--- src/rtl/ics_pkg.sv ---
`default_nettype none
// ============================================================================
// Module   : ics_pkg
// Purpose  : Shared constants and state encoding for the ICS2115 sample port.
// Revision : 1.0 - initial release
// ============================================================================
package ics_pkg;

  localparam int LINE_BYTES = 8;
  localparam int BEATS      = 4;
  localparam int TAG_W      = 26;
  localparam int WORD_W     = 16;
  localparam int LINE_W     = WORD_W * BEATS;
  localparam int ADDR_W     = 29;

  typedef logic [1:0] state_t;

  localparam state_t ST_IDLE = 2'd0;
  localparam state_t ST_REQ  = 2'd1;
  localparam state_t ST_FILL = 2'd2;
  localparam state_t ST_RESP = 2'd3;

endpackage
`default_nettype wire

--- src/rtl/ics_word_rotate.sv ---
`default_nettype none
// ============================================================================
// Module   : ics_word_rotate
// Purpose  : Rotates a 64-bit line so word idx_i lands in the low 16 bits.
// Revision : 1.0 - initial release
// ============================================================================
module ics_word_rotate
  import ics_pkg::*;
(
  input  logic [LINE_W-1:0] line_i,
  input  logic [1:0]        idx_i,
  output logic [LINE_W-1:0] rot_o
);

  genvar i;
  generate
    for (i = 0; i < BEATS; i++) begin : g_word
      logic [1:0] w_sel;
      assign w_sel = idx_i + 2'(i);
      assign rot_o[WORD_W*i +: WORD_W] = line_i[{w_sel, 4'b0000} +: WORD_W];
    end
  endgenerate

endmodule
`default_nettype wire

--- src/rtl/ics_sample_port.sv ---
`default_nettype none
// ============================================================================
// Module   : ics_sample_port
// Purpose  : ICS2115 sample-fetch responder with a single 64-bit line buffer.
// Revision : 1.0 - initial release
// ============================================================================
module ics_sample_port
  import ics_pkg::*;
#(
  parameter logic [TAG_W-1:0] BASE_LINE = 26'h0
) (
  input  logic                clk,
  input  logic                reset,
  input  logic                sdram_rd,
  input  logic [ADDR_W-1:0]   sdram_addr,
  output logic [LINE_W-1:0]   sdram_dout,
  output logic                sdram_busy,
  output logic                sdram_dout_ready,
  input  logic                inval,
  output logic                mem_req,
  output logic [TAG_W-1:0]    mem_addr,
  input  logic                mem_ack,
  input  logic                mem_valid,
  input  logic [WORD_W-1:0]   mem_data
);

  state_t              state_q, state_d;
  logic [ADDR_W-1:1]   a_q, a_d;
  logic [TAG_W-1:0]    tag_q, tag_d;
  logic [LINE_W-1:0]   line_q, line_d;
  logic                line_valid_q, line_valid_d;
  logic [1:0]          cnt_q, cnt_d;
  logic                inval_pend_q, inval_pend_d;
  logic                mem_req_q, mem_req_d;
  logic [TAG_W-1:0]    mem_addr_q, mem_addr_d;
  logic [LINE_W-1:0]   dout_q, dout_d;
  logic                ready_q, ready_d;

  logic                w_beat;
  logic                w_last_beat;
  logic                w_hit;
  logic [1:0]          w_rot_idx;
  logic [LINE_W-1:0]   w_rot_line;
  logic                w_unused_addr_bit;

  assign w_unused_addr_bit = sdram_addr[0];

  assign w_beat      = (state_q == ST_FILL) && mem_valid;
  assign w_last_beat = w_beat && (cnt_q == 2'(BEATS - 1));
  assign w_hit       = line_valid_q && (tag_q == sdram_addr[ADDR_W-1:3]);

  // The final beat is folded in before rotation so RESP can present it at once.
  always_comb begin
    line_d = line_q;
    if (w_beat) begin
      line_d[{cnt_q, 4'b0000} +: WORD_W] = mem_data;
    end
  end

  assign w_rot_idx = (state_q == ST_IDLE) ? sdram_addr[2:1] : a_q[2:1];

  ics_word_rotate u_rotate (
    .line_i (line_d),
    .idx_i  (w_rot_idx),
    .rot_o  (w_rot_line)
  );

  always_comb begin
    state_d      = state_q;
    a_d          = a_q;
    tag_d        = tag_q;
    line_valid_d = line_valid_q;
    cnt_d        = cnt_q;
    inval_pend_d = inval_pend_q;
    mem_req_d    = mem_req_q;
    mem_addr_d   = mem_addr_q;
    dout_d       = dout_q;
    ready_d      = 1'b0;

    case (state_q)
      ST_IDLE: begin
        if (inval) begin
          line_valid_d = 1'b0;
        end
        if (sdram_rd) begin
          a_d = sdram_addr[ADDR_W-1:1];
          if (w_hit) begin
            state_d = ST_RESP;
            ready_d = 1'b1;
            dout_d  = w_rot_line;
          end else begin
            state_d    = ST_REQ;
            mem_req_d  = 1'b1;
            mem_addr_d = BASE_LINE + sdram_addr[ADDR_W-1:3];
          end
        end
      end

      ST_REQ: begin
        if (inval) begin
          inval_pend_d = 1'b1;
        end
        if (mem_ack) begin
          mem_req_d = 1'b0;
          cnt_d     = 2'd0;
          state_d   = ST_FILL;
        end
      end

      ST_FILL: begin
        if (inval) begin
          inval_pend_d = 1'b1;
        end
        if (w_beat) begin
          cnt_d = cnt_q + 2'd1;
        end
        if (w_last_beat) begin
          tag_d        = a_q[ADDR_W-1:3];
          line_valid_d = !(inval_pend_q || inval);
          inval_pend_d = 1'b0;
          state_d      = ST_RESP;
          ready_d      = 1'b1;
          dout_d       = w_rot_line;
        end
      end

      ST_RESP: begin
        if (inval) begin
          line_valid_d = 1'b0;
        end
        state_d = ST_IDLE;
      end

      default: begin
        state_d = ST_IDLE;
      end
    endcase
  end

  always_ff @(posedge clk) begin
    if (reset) begin
      state_q      <= ST_IDLE;
      a_q          <= '0;
      tag_q        <= '0;
      line_q       <= '0;
      line_valid_q <= 1'b0;
      cnt_q        <= 2'd0;
      inval_pend_q <= 1'b0;
      mem_req_q    <= 1'b0;
      mem_addr_q   <= '0;
      dout_q       <= '0;
      ready_q      <= 1'b0;
    end else begin
      state_q      <= state_d;
      a_q          <= a_d;
      tag_q        <= tag_d;
      line_q       <= line_d;
      line_valid_q <= line_valid_d;
      cnt_q        <= cnt_d;
      inval_pend_q <= inval_pend_d;
      mem_req_q    <= mem_req_d;
      mem_addr_q   <= mem_addr_d;
      dout_q       <= dout_d;
      ready_q      <= ready_d;
    end
  end

  assign sdram_dout       = dout_q;
  assign sdram_busy       = (state_q != ST_IDLE);
  assign sdram_dout_ready = ready_q;
  assign mem_req          = mem_req_q;
  assign mem_addr         = mem_addr_q;

endmodule
`default_nettype wire

--- config.mk ---
export PLATFORM = sky130hd
export DESIGN_NAME = ics_sample_port
export DESIGN_NICKNAME = d
export VERILOG_FILES = /design/src/rtl/ics_pkg.sv /design/src/rtl/ics_word_rotate.sv /design/src/rtl/ics_sample_port.sv
export SDC_FILE = /design/constraint.sdc
export NUM_CORES = 1
export LEC_CHECK = 0
export ABC_AREA = 1
export ABC_CLOCK_PERIOD_IN_PS = 2900
export BUFFER_PORTS_ARGS = -buffer_cell sky130_fd_sc_hd__buf_2
export CAP_MARGIN = 20
export CORE_ASPECT_RATIO = 1.75
export CORE_UTILIZATION = 30
export CTS_CLUSTER_SIZE = 14
export DETAILED_ROUTE_END_ITERATION = 8
export HOLD_SLACK_MARGIN = 0.15
export PLACE_DENSITY = 0.48
export RECOVER_POWER = 50
export SYNTH_ARGS = -nofsm -noshare
export SYNTH_HDL_FRONTEND = slang
export SYNTH_SLANG_ARGS = --single-unit
--- constraint.sdc ---
create_clock -name clk -period 2.9 [get_ports clk]
set_input_delay 0.29 -clock clk [delete_from_list [all_inputs] [get_ports clk]]
set_output_delay 0.29 -clock clk [all_outputs]
set_load 0.03 [all_outputs]
; ---- Word level (Yosys, flattened, before mapping)
; Cells that the tools add are included.
; Widths: inputs -> output; s select.
[totals]
out_inout_bits = 93
elab_cells = 84
ff_bits = 216
[classes]
addsub = 5
n_shift = 6
muxes = 29
n_reduce_logical = 20
n_eq_ne = 12
n_bitwise = 1
[op_table]
columns = op, count
row1 = $mux 64, 4
row2 = $shiftx 64x7->16, 4
row3 = $pmux 64 s2, 1
row4 = $bwmux 64, 1
row5 = $shift 16x8->64 const A, 1
row6 = $shiftx 16x8->64, 1
row7 = $eq 26x26->1, 1
row8 = $mux 2, 7
row9 = $ne 2x2->1 const B, 6
row10 = $reduce_and 3->1, 4
row11 = $mux 1, 10
row12 = $reduce_bool 2->1, 5
row13 = $neg 6->8, 1
row14 = $pmux 1 s2, 4
row15 = $pmux 2 s4, 1
row16 = $reduce_and 4->1, 2
row17 = $eq 2x2->1 const B, 3
row18 = $add 2x1->2 const B, 2
row19 = $add 2x2->2 const B, 2
row20 = $pmux 2 s2, 1
row21 = $reduce_and 2->1, 2
row22 = $logic_and 1x1->1, 3
row23 = $eq 2x1->1 const B, 1
row24 = $logic_not 2->1, 1
row25 = 5 further kinds, 5

; ---- Logic depth before layout (Yosys ltp)
[depth]
ltp_word = 8
depth_mapped = 15
ltp_nobuf = 13

; ---- Modules after synthesis
; A second synthesis with hierarchy kept.
[hier_totals]
hier_cells = 1839
hier_area_um2 = 11414.7
[by_module_without_submodules]
columns = module, cells_each, area_each_um2, n_inst
row1 = ics_sample_port, 1388, 9519.1, 1
row2 = ics_word_rotate, 451, 1895.6, 1

; ---- Least setup slack after synthesis
; Ideal clock, no wire load.
[synth_timing]
kind = register -> register
start = register cnt_q[0]
end = register dout_q[10] (netlist: sdram_dout[10])
required_ps = 2836
setup_slack_ps = 798
n_path_buf = 2
path_stages_with_launch = 14
setup_time_ps = 64
arrival_ps = 2037
path_cell_list = dfxtp_1 > inv_1 > buf_2 > ha_1 > nor2_1 > buf_2 > nand3b_1 > nand3_1 > nand3_1 > nand2_1 > inv_1 > nand3_1 > nand2_1 > nor2_1
[synth_between]
elab_chain_cells = 8
[synth_rtl]
columns = item, line
row1 = from (decl), ics_sample_port.sv:32  ; logic [1:0] cnt_q, cnt_d;
row2 = from (signal assigned), ics_sample_port.sv:159  ; cnt_q <= cnt_d;
row3 = $neg 6->8, ics_sample_port.sv:56  ; line_d[{cnt_q, 4'b0000} +: WORD_W] = mem_data;
row4 = $shiftx 16x8->64 / $shift 16x8->64 (equally long branches), ics_sample_port.sv:56
row5 = $bwmux 64, ics_sample_port.sv:56
row6 = $mux 64, ics_sample_port.sv:55  ; if (w_beat) begin
row7 = $shiftx 64x7->16, ics_word_rotate.sv:20  ; assign rot_o[WORD_W*i +: WORD_W] = line_i[{w_sel, 4'b0000} +: WORD_W];
row8 = $mux 64, ics_sample_port.sv:87  ; if (w_hit) begin
row9 = $mux 64, ics_sample_port.sv:85  ; if (sdram_rd) begin
row10 = $pmux 64 s2, ics_sample_port.sv:80  ; case (state_q)
row11 = to (signal assigned), ics_sample_port.sv:163  ; dout_q <= dout_d;
row12 = to (decl), ics_sample_port.sv:36  ; logic [LINE_W-1:0] dout_q, dout_d;
; Parallel ways exist; a longest one is shown, timed or not. The select of a mux whose other input is x is not followed.
; A chain may end at the register's enable or synchronous reset.

; ---- Worst setup path in the final report
[layout_timing]
start = register state_q[0]
end = register dout_q[5] (netlist: sdram_dout[5])
[layout_between]
elab_chain_cells = 7
[layout_rtl]
columns = item, line
row1 = from (decl), ics_sample_port.sv:27  ; state_t state_q, state_d;
row2 = from (signal assigned), ics_sample_port.sv:154  ; state_q <= state_d;
row3 = $eq 2x2->1, "ics_sample_port.sv:48, ics_sample_port.sv:80"
row4 = $logic_and 1x1->1, ics_sample_port.sv:48  ; assign w_beat = (state_q == ST_FILL) && mem_valid;
row5 = $mux 64, ics_sample_port.sv:55
row6 = $shiftx 64x7->16, ics_word_rotate.sv:20
row7 = $mux 64, ics_sample_port.sv:87
row8 = $mux 64, ics_sample_port.sv:85
row9 = $pmux 64 s2, ics_sample_port.sv:80
; Parallel ways exist; a longest one is shown, timed or not. The select of a mux whose other input is x is not followed.

==> results.sh <==
export IMPL_status="completed"
export IMPL_synth_edff_count=0
export IMPL_drc=0
export IMPL_hp_start="mem_data[2]"
export IMPL_cts_inserted_buffers=23
export IMPL_grt_max_degree=129
export IMPL_drt_pre_antenna_iters=5
export IMPL_slew_limit_headroom=0.350
export IMPL_yosys_warnings=0
export IMPL_finClkSkew_ns=0.0304
export IMPL_grt_pass1_wl_um=60100
export IMPL_areaGrowthSynthToFinish_pct=19.8
export IMPL_gp_congestion=0.853
export IMPL_fin_nets=1842
export IMPL_synth_most_common_cell="nand3_1"
export IMPL_cts_setup_buffers=0
export IMPL_worstHoldPathType="in -> reg"
export IMPL_yosysTopAreaCellShare=0.396
export IMPL_grt_pass1_vias=10709
export IMPL_cts_resized=0
export IMPL_syn_avg_cell_area_sq_um=6.60
export IMPL_clock_sinks=216
export IMPL_io_pins=144
export IMPL_whs_ns=0.174
export IMPL_grt_overflow=0
export IMPL_via_per_inst=5.00
export IMPL_grt_antenna_before_repair=4
export IMPL_clk_path_buf_depth=3
export IMPL_synth_ff_type="dfxtp_1"
export IMPL_start_util=0.304
export IMPL_powerDensity_mw_per_mm2=1020
export IMPL_ir_drop_mv=0.490
export IMPL_path_max_fanout=40
export IMPL_synth_common_cells="nand3_1, nand2_1, dfxtp_1, a21oi_1, inv_1"
export IMPL_slew_violations=0
export IMPL_hold_viol=0
export IMPL_dieArea_sq_mm=0.0372
export IMPL_cap_violations=0
export IMPL_die_h_um=254
export IMPL_port_buffers=142
export IMPL_crit_path_start="state_q[0]"
export IMPL_critPathLaunchType="flip-flop"
export IMPL_p_leak_uw=0.00571
export IMPL_dieWidth_um=146
export IMPL_layout_drive_gt1_share=0.0818
export IMPL_core_region_area_sq_mm=0.0359
export IMPL_crit_type="reg -> reg"
export IMPL_wl_per_cell_um=17.3
export IMPL_place_inst=2195
export IMPL_cts_tree="yes"
export IMPL_seq_area_frac_synth=0.396
export IMPL_ctsRootBufferMaster="clkbuf_16"
export IMPL_fin_cells=2269
export IMPL_synth_seq_cells=216
export IMPL_endpoint_kind="flip-flop"
export IMPL_timing_setup_tns_ns=0
export IMPL_vias=11348
export IMPL_ys_types=32
export IMPL_yosys_area_top_type="dfxtp_1"
export IMPL_drt_iter0_drc=680
export IMPL_r2r_start="state_q[0]"
export IMPL_synth_nets=1714
export IMPL_clock_fmax_mhz=372
export IMPL_synthesis_area_sq_mm=0.0109
export IMPL_dpl_instance_area_sq_mm=0.0121
export IMPL_rows=92
export IMPL_synth_area_leaders="dfxtp_1, nand3_1, nand2_1"
export IMPL_setup_viol=0
export IMPL_hpwlAfterDp_um=26900
export IMPL_postSynth_asyncResetShare=0
export IMPL_fin_crit_ns=2.69
export IMPL_cp_arrival_ns=3.18
export IMPL_rsz0062_at_grt="no"
export IMPL_fin_util=0.364
export IMPL_worstMarginPinSlew_ns=0.976
export IMPL_grt_usage=0.209
export IMPL_fin_area_sq_mm=0.0131
export IMPL_htreeDepth=1
export IMPL_ant_nets=0
export IMPL_synth_cells=1655
export IMPL_wl_um=39200
export IMPL_clkTransAtPathRegs_ns=0.07
export IMPL_finalCritPeriodShare=0.928
export IMPL_clock_latency_ns=0.55
export IMPL_critical_path_required_ns=3.39
-- flip-flops by register name, summed over array words and instances, names as in the netlist --
name,flops
a_q,28
cnt_q,2
inval_pend_q,1
line_q,64
line_valid_q,1
mem_addr,26
mem_req,1
sdram_dout,64
sdram_dout_ready,1
state_q,2
tag_q,26
-- area by class of cell --
cell class | count | area (sq um)
fillers | 3985 | 22800
multi-input cells | 1166 | 5480
flip-flops and latches | 216 | 4320
repair buffers | 217 | 1320
clock buffers | 30 | 632
inverters | 159 | 597
well taps | 470 | 588
clock inverters | 9 | 141
diodes | 2 | 5.00
-- routing by layer --
layer  GRT usage  up-vias  wire length, um
met5           0        -               25
met4       0.145        4             2740
met3      0.0275       93             1730
met2       0.373      309            19500
met1       0.228     5238            15200
li1            -     5704                -
-- per-stage QoR --
step / setup WS, ns / total power (uW)
after global placement: 0.290 / 10300
after global routing: 0.00406 / 14300
after floorplan: 0.798 / 8210
final: 0.209 / 13300
after detailed placement: 0.238 / 10300
after CTS: 0.213 / 13600
-- layout by cell type (no fill, tap or decap), types with 3 or more instances in the layout --
| master | n |
|---|---|
| a211oi_1 | 28 |
| a21oi_1 | 188 |
| buf_12 | 7 |
| buf_2 | 49 |
| buf_4 | 33 |
| bufinv_16 | 3 |
| clkbuf_1 | 98 |
| clkbuf_16 | 23 |
| clkbuf_8 | 3 |
| clkinv_2 | 3 |
| dfxtp_1 | 216 |
| dlygate4sd3_1 | 33 |
| ha_1 | 8 |
| inv_1 | 147 |
| inv_2 | 10 |
| nand2_1 | 356 |
| nand3_1 | 359 |
| nand3b_1 | 13 |
| nor2_1 | 138 |
| nor2_4 | 3 |
| o21ai_0 | 51 |
| o21ai_1 | 8 |
-- where the power goes --
| group | switching, uW | leakage (uW) | total, uW | internal [uW] |
|---|---|---|---|---|
| Sequential | 211 | 0.00176 | 3620 | 3410 |
| Combinational | 4700 | 0.00357 | 6590 | 1890 |
| Clock | 1320 | 0.000378 | 3130 | 1810 |
| Total | 6230 | 0.00571 | 13300 | 7110 |
-- worst paths after layout --
path / depth (start not counted) / slack [ns] / end
worst min-delay path: 5 / 0.17 / line_q[34]
worst max register to register: 12 / 0.21 / sdram_dout[5]
worst min register to register: 2 / 0.47 / tag_q[22]
worst max-delay path: 12 / 0.21 / sdram_dout[5]
-- cells by family after synthesis --
family,share of synthesized area
AOI/OAI and AO/OA,0.136
xor gates and xnor gates,0.00160
adders and majority gates,0.00916
buffers and inverters,0.105
DFF,0.396
muxes,0.000916
and+or+nand+nor,0.351
-- critical path, stage by stage, from the launching register on --
cell,delay [ns]
dfxtp_1,0.36
inv_1,0.07
ha_1,0.34
o21ai_4,0.64
inv_2,0.15
buf_12,0.23
nand3_1,0.13
nand3_1,0.08
nand2_1,0.28
inv_1,0.09
nand3_1,0.10
nand2_1,0.06
nor2_1,0.09
-- repair_timing --
item | in CTS | in global routing
hold buffers | 33 | 0
endpoints found under the hold margin | 58 | 0
endpoints found under the setup margin | 0 | 1
Power figures use the tool's default switching activity.
